### src/rtl/ex_mem_stage_pkg.sv
// Shared opcode map, flag indices and FSM state type for the EX/MEM stage.
// Opcode values mirror the core-wide define set; no new opcodes are introduced here.
package ex_mem_stage_pkg;

    localparam logic [4:0] OP_NOP   = 5'b00000;
    localparam logic [4:0] OP_HALT  = 5'b00001;
    localparam logic [4:0] OP_LOAD  = 5'b00010;
    localparam logic [4:0] OP_STORE = 5'b00011;
    localparam logic [4:0] OP_SLL   = 5'b00100;
    localparam logic [4:0] OP_SLA   = 5'b00101;
    localparam logic [4:0] OP_SRL   = 5'b00110;
    localparam logic [4:0] OP_SRA   = 5'b00111;
    localparam logic [4:0] OP_ADD   = 5'b01000;
    localparam logic [4:0] OP_ADDI  = 5'b01001;
    localparam logic [4:0] OP_SUB   = 5'b01010;
    localparam logic [4:0] OP_SUBI  = 5'b01011;
    localparam logic [4:0] OP_CMP   = 5'b01100;
    localparam logic [4:0] OP_AND   = 5'b01101;
    localparam logic [4:0] OP_OR    = 5'b01110;
    localparam logic [4:0] OP_XOR   = 5'b01111;
    localparam logic [4:0] OP_LDIH  = 5'b10000;
    localparam logic [4:0] OP_ADDC  = 5'b10001;
    localparam logic [4:0] OP_SUBC  = 5'b10010;
    localparam logic [4:0] OP_JUMP  = 5'b11000;
    localparam logic [4:0] OP_JMPR  = 5'b11001;
    localparam logic [4:0] OP_BZ    = 5'b11010;
    localparam logic [4:0] OP_BNZ   = 5'b11011;
    localparam logic [4:0] OP_BN    = 5'b11100;
    localparam logic [4:0] OP_BNN   = 5'b11101;
    localparam logic [4:0] OP_BC    = 5'b11110;
    localparam logic [4:0] OP_BNC   = 5'b11111;

    localparam int FLAG_CF = 0;
    localparam int FLAG_ZF = 1;
    localparam int FLAG_NF = 2;

    localparam logic [15:0] NOP_IR = 16'h0000;

    typedef enum logic {
        ST_RUN,
        ST_HALTED
    } run_state_t;

    function automatic logic op_is_add(input logic [4:0] op);
        return (op == OP_ADD) || (op == OP_ADDI) || (op == OP_ADDC);
    endfunction

    // CMP is a subtract that only keeps the flags, so it shares the SUB rules.
    function automatic logic op_is_sub(input logic [4:0] op);
        return (op == OP_SUB) || (op == OP_SUBI) || (op == OP_SUBC) || (op == OP_CMP);
    endfunction

    function automatic logic op_is_logic(input logic [4:0] op);
        return (op == OP_AND) || (op == OP_OR) || (op == OP_XOR) ||
               (op == OP_SLL) || (op == OP_SRL) || (op == OP_SLA) || (op == OP_SRA);
    endfunction

endpackage

### src/rtl/ex_mem_stage_branch_resolve.sv
// Maps an opcode and the current flag register to a branch-taken decision.
// Purely combinational; also consumed by the hazard unit.
module ex_mem_stage_branch_resolve
    import ex_mem_stage_pkg::*;
(
    input  logic [4:0] opcode,
    input  logic       zf,
    input  logic       nf,
    input  logic       cf,
    output logic       taken
);

    always_comb begin
        taken = 1'b0;
        case (opcode)
            OP_JMPR: taken = 1'b1;
            OP_BZ:   taken = zf;
            OP_BNZ:  taken = !zf;
            OP_BN:   taken = nf;
            OP_BNN:  taken = !nf;
            OP_BC:   taken = cf;
            OP_BNC:  taken = !cf;
            default: taken = 1'b0;
        endcase
    end

endmodule

### src/rtl/ex_mem_stage.sv
// EX/MEM pipeline register with flag register, branch resolution and run/halt FSM.
// Latency 1 cycle; stall holds all state, flush injects a bubble, HALTED freezes until reset.
// Optional signed-overflow flag vf enabled by defining EX_MEM_VFLAG_EN.
module ex_mem_stage
    import ex_mem_stage_pkg::*;
#(
    parameter int          WIDTH  = 16,
    parameter logic [15:0] NOP_IR = 16'h0000
) (
    input  logic             clock,
    input  logic             reset,
    input  logic             stall,
    input  logic             flush,
    input  logic [15:0]      ex_ir,
    input  logic [WIDTH-1:0] ALUo,
    input  logic             cfout,
    input  logic [WIDTH-1:0] ex_store_data,
    output logic [15:0]      mem_ir,
    output logic [WIDTH-1:0] reg_C,
    output logic [WIDTH-1:0] smdr,
    output logic             cf,
    output logic             zf,
    output logic             nf,
    output logic             cfin,
    output logic [WIDTH-1:0] ALUi,
    output logic             branch_taken,
    output logic [WIDTH-1:0] branch_target,
    output logic             halted
`ifdef EX_MEM_VFLAG_EN
    ,
    input  logic             ex_a_msb,
    input  logic             ex_b_msb,
    output logic             vf
`endif
);

    run_state_t state;
    run_state_t state_nxt;
    logic [4:0] opcode;
    logic       take_branch;
    logic       res_zero;
    logic       res_neg;

    assign opcode   = ex_ir[15:11];
    assign res_zero = (ALUo == '0);
    assign res_neg  = ALUo[WIDTH-1];

    ex_mem_stage_branch_resolve u_branch_resolve (
        .opcode (opcode),
        .zf     (zf),
        .nf     (nf),
        .cf     (cf),
        .taken  (take_branch)
    );

    always_ff @(posedge clock) begin
        if (reset) begin
            state <= ST_RUN;
        end else begin
            state <= state_nxt;
        end
    end

    // HALT only takes effect when it actually moves into MEM.
    always_comb begin
        state_nxt = state;
        if ((state == ST_RUN) && !flush && !stall && (opcode == OP_HALT)) begin
            state_nxt = ST_HALTED;
        end
    end

    always_ff @(posedge clock) begin
        if (reset) begin
            mem_ir        <= NOP_IR;
            reg_C         <= '0;
            smdr          <= '0;
            cf            <= 1'b0;
            zf            <= 1'b0;
            nf            <= 1'b0;
            branch_taken  <= 1'b0;
            branch_target <= '0;
        end else if (state == ST_HALTED) begin
            mem_ir <= mem_ir;
        end else if (flush) begin
            mem_ir       <= NOP_IR;
            branch_taken <= 1'b0;
        end else if (!stall) begin
            mem_ir        <= ex_ir;
            reg_C         <= ALUo;
            smdr          <= ex_store_data;
            branch_taken  <= take_branch;
            branch_target <= ALUo;
            if (op_is_add(opcode) || op_is_sub(opcode)) begin
                cf <= cfout;
                zf <= res_zero;
                nf <= res_neg;
            end else if (op_is_logic(opcode)) begin
                zf <= res_zero;
                nf <= res_neg;
            end
        end
    end

`ifdef EX_MEM_VFLAG_EN
    always_ff @(posedge clock) begin
        if (reset) begin
            vf <= 1'b0;
        end else if ((state == ST_RUN) && !flush && !stall) begin
            if (op_is_add(opcode)) begin
                vf <= (ex_a_msb == ex_b_msb) && (res_neg != ex_a_msb);
            end else if (op_is_sub(opcode)) begin
                vf <= (ex_a_msb != ex_b_msb) && (res_neg != ex_a_msb);
            end
        end
    end
`endif

    assign cfin   = cf;
    assign ALUi   = reg_C;
    assign halted = (state == ST_HALTED);

endmodule

### config.mk
export PLATFORM = sky130hd
export DESIGN_NAME = ex_mem_stage
export DESIGN_NICKNAME = d
export VERILOG_FILES = /design/src/rtl/ex_mem_stage_pkg.sv /design/src/rtl/ex_mem_stage_branch_resolve.sv /design/src/rtl/ex_mem_stage.sv
export SDC_FILE = /design/constraint.sdc
export NUM_CORES = 1
export LEC_CHECK = 0
export BUFFER_PORTS_ARGS = -buffer_cell sky130_fd_sc_hd__buf_2
export CAP_MARGIN = 30
export CORE_MARGIN = 3
export CORE_UTILIZATION = 44
export CTS_BUF_LIST = sky130_fd_sc_hd__clkbuf_8
export CTS_CLUSTER_DIAMETER = 50
export CTS_CLUSTER_SIZE = 30
export DETAILED_ROUTE_END_ITERATION = 10
export GPL_TIMING_DRIVEN = 0
export HOLD_SLACK_MARGIN = 0.12
export PLACE_DENSITY = 0.79
export SYNTH_ARGS = -nofsm -noshare
export SYNTH_HDL_FRONTEND = slang
export SYNTH_SLANG_ARGS = --single-unit
### constraint.sdc
create_clock -name clock -period 1.54 [get_ports clock]
set_input_delay 0.308 -clock clock [delete_from_list [all_inputs] [get_ports clock]]
set_output_delay 0.308 -clock clock [all_outputs]
set_load 0.01 [all_outputs]
==> qor.yml <==
synth_top_area_share_pct: 47.1
cts-hold-fix-buffers: 0
synth-seq-cells: 53
p_sw_uw: 713
cpLargestDelayFamily: "flip-flops"
cp_slowest_cell: "dfxtp_2"
cts_max_path_buffers: 2
drive_above_1_share_pct: 45.2
p_clk_share_pct: 31.1
holdPathStages: 3
critPathLaunchType: "register"
power_leakage_uw: 0.00162
grt_antenna_before_repair: 0
final_cells: 487
p_comb_share_pct: 16.3
outcome: "finished, final reports clean"
syn_inst: 274
pwr-share-seq_pct: 52.7
maxCapViolations: 0
dieHeight_um: 77.5
fin_util_pct: 64.9
dr.pass1.iters: 4
switching_share_pct: 25.7
vdd.ir_drop.worst_mv: 0.533
die_w_um: 77.5
first_iter_violations: 69
grt-ovfl-total: 0
finalCritPeriodShare_pct: 96.3
clk_latency_ns: 0.30
vias_per_cell: 4.71
tightest_slew_ns: 0.427
seq_area_frac_synth_pct: 47.1
cts-root-buf: "clkbuf_8"
h-tree-depth: 2
clkSinkCount: 53
area_growth_pct: 39.9
diodes: 0
hp-class: "in -> reg"
ioPinCount: 139
timing.rr.end: "zf"
fin_worst_skew_ns: 0.00770
dp.final_hpwl_um: 4520
r2r_slack_ns: 0.06
slew_headroom_pct: 71.5
drv_slew: 0
netlist_top_cells_count: "nand2_1 (65), dfxtp_1 (53), a21oi_1 (34), buf_4 (34), nor2_1 (20)"
wire_per_inst_um: 11.9
die_area_um2: 6010
place.gp.congestion: 0.795
holdPathEnd: "smdr[14]"
pwr_density_cell_nw_per_um2: 880
synthArstFlopShare_pct: 0
synth_nets: 327
total_power_uw: 2770
ys_top_cells_by_area: "dfxtp_1 (47%), buf_4 (11%), nand2_1 (11%), a21oi_1 (7.6%), a22oi_1 (5.3%)"
num_vias: 2292
crit_chain: "or3_1, buf_2, a21oi_1, mux2i_1"
grt_pass1_wl_um: 9320
start_util_pct: 46.4
setup_viol: 0
cts_tree: "built"
synth-main-ff-cell: "dfxtp_1"
worst-path-max-fanout: 7
ys_warn_count: 0
reg2reg_depth: 4
ys_types: 29
worst_path_largest_cell_delay_ns: 0.36
min_from: "ex_store_data[14]"
drc: 0
drtAntennaViolNets: 0
rows: 25
timing.fmax_mhz: 674
fin_area_um2: 3150
yosysTopAreaCell: "dfxtp_1"
cp-end-kind: "register"
synth.most_common_cell: "nand2_1"
avgSynthCellArea_um2: 8.21
wirelength_um: 5770
worstReg2RegStart: "halted"
cts_buffers: 5
synth-edff-count: 0
port_buffers: 136
hold_violations: 0
path_clk_slew_ns: 0.09
worstPathRequired_ns: 1.77
fin_nets: 472
finalCriticalPeriod_ns: 1.48
place_area_um2: 3020
synth_area_um2: 2250
grt_pass1_vias: 2108
rsz0062_at_grt: "no"
core-area_um2: 4850
crit_buf_inv: 1
place_inst: 477
crit_type: "reg -> reg"
cp.arrival_ns: 1.72
power.internal_uw: 2060
track_usage_pct: 19.0
grt_max_degree: 17
-- how the worst max path moves through the flow --
| stage | slack, ns | start | cells past startpoint | endpoint |
|---|---|---|---|---|
| after floorplan | 0.16 | halted | 4 | cf |
| after global placement | -0.07 | flush | 6 | smdr[9] |
| after detailed placement | -0.11 | flush | 6 | smdr[11] |
| after CTS | 0.006 | halted | 5 | smdr[3] |
| after global routing | 0.008 | halted | 4 | cf |
| final | 0.06 | halted | 4 | zf |
-- routing by layer --
metal  share of wire, %  vias up  GRT usage, %
li1                   -     1169             -
met1                 41     1021          22.1
met2                 48       98          32.6
met3                9.9        4          7.08
met4               0.57        0          4.98
met5                  0        -             0
-- timing repair --
action	in CTS	in global routing
resized for setup	2	7
pin swaps	0	1
endpoints found under the setup margin	18	45
endpoints found under the hold margin	0	0
buffers inserted	0	2
-- cells by family (layout without fill, tap and decap cells) --
family	Yosys count	after routing	share of synthesized area, %
flops	53	53	47.1
mux	5	5	2.22
xor+xnor	1	1	0.389
compound gates	56	56	15.3
simple gates	105	105	20.1
buf+inv	54	200	14.8
-- cells in the final DEF, fill, tap and decap left out, types with 2 or more instances in the layout --
cell and n:
nand2b_1 6, inv_1 2, nand3_1 2, nor2_1 20, buf_2 139, a21oi_1 34, buf_4 36, a22oi_1 16
dfxtp_1 52, nor4_1 3, nand2_1 65, clkbuf_2 4, clkbuf_8 7, clkbuf_1 11, mux2i_1 5
-- area by class of cell --
class / count / area [um2]
Sequential cell: 53 / 1060
Buffer: 52 / 332
Multi-Input combinational cell: 167 / 862
Fill cell: 444 / 1700
Tap cell: 67 / 83.8
Timing Repair Buffer: 138 / 696
Clock buffer: 7 / 96.3
Inverter: 2 / 7.51
Clock inverter: 1 / 8.76
-- metrics by stage --
| step | setup slack (ns) | hold slack (ns) | setup TNS [ns] |
|---|---|---|---|
| 2_1_floorplan | 0.165 | 0.444 | 0 |
| 3_3_place_gp | -0.0685 | 0.439 | -1.04 |
| 3_5_place_dp | -0.106 | 0.447 | -1.34 |
| 4_1_cts | 0.00646 | 0.220 | 0 |
| 5_1_grt | 0.00810 | 0.208 | 0 |
| 6_report | 0.0572 | 0.234 | 0 |
-- flip-flops by register name, indices dropped and copies added (netlist names) --
register	flops
branch_taken	1
branch_target	16
halted	1
nf	1
smdr	16
cf	1
zf	1
mem_ir	16
-- power by group through the flow --
| stage | clock, uW | combinational [uW] | sequential (uW) |
|---|---|---|---|
| 2_1_floorplan | 0 | 220 | 1510 |
| 3_3_place_gp | 0 | 441 | 1490 |
| 3_5_place_dp | 0 | 448 | 1490 |
| 4_1_cts | 891 | 451 | 1460 |
| 5_1_grt | 958 | 500 | 1470 |
| 6_report | 861 | 451 | 1460 |
-- worst min-delay path, cell delays in order --
cell	delay, ns
buf_2	0.09
nand2_1	0.04
a21oi_1	0.05
Power figures use the tool's default switching activity.
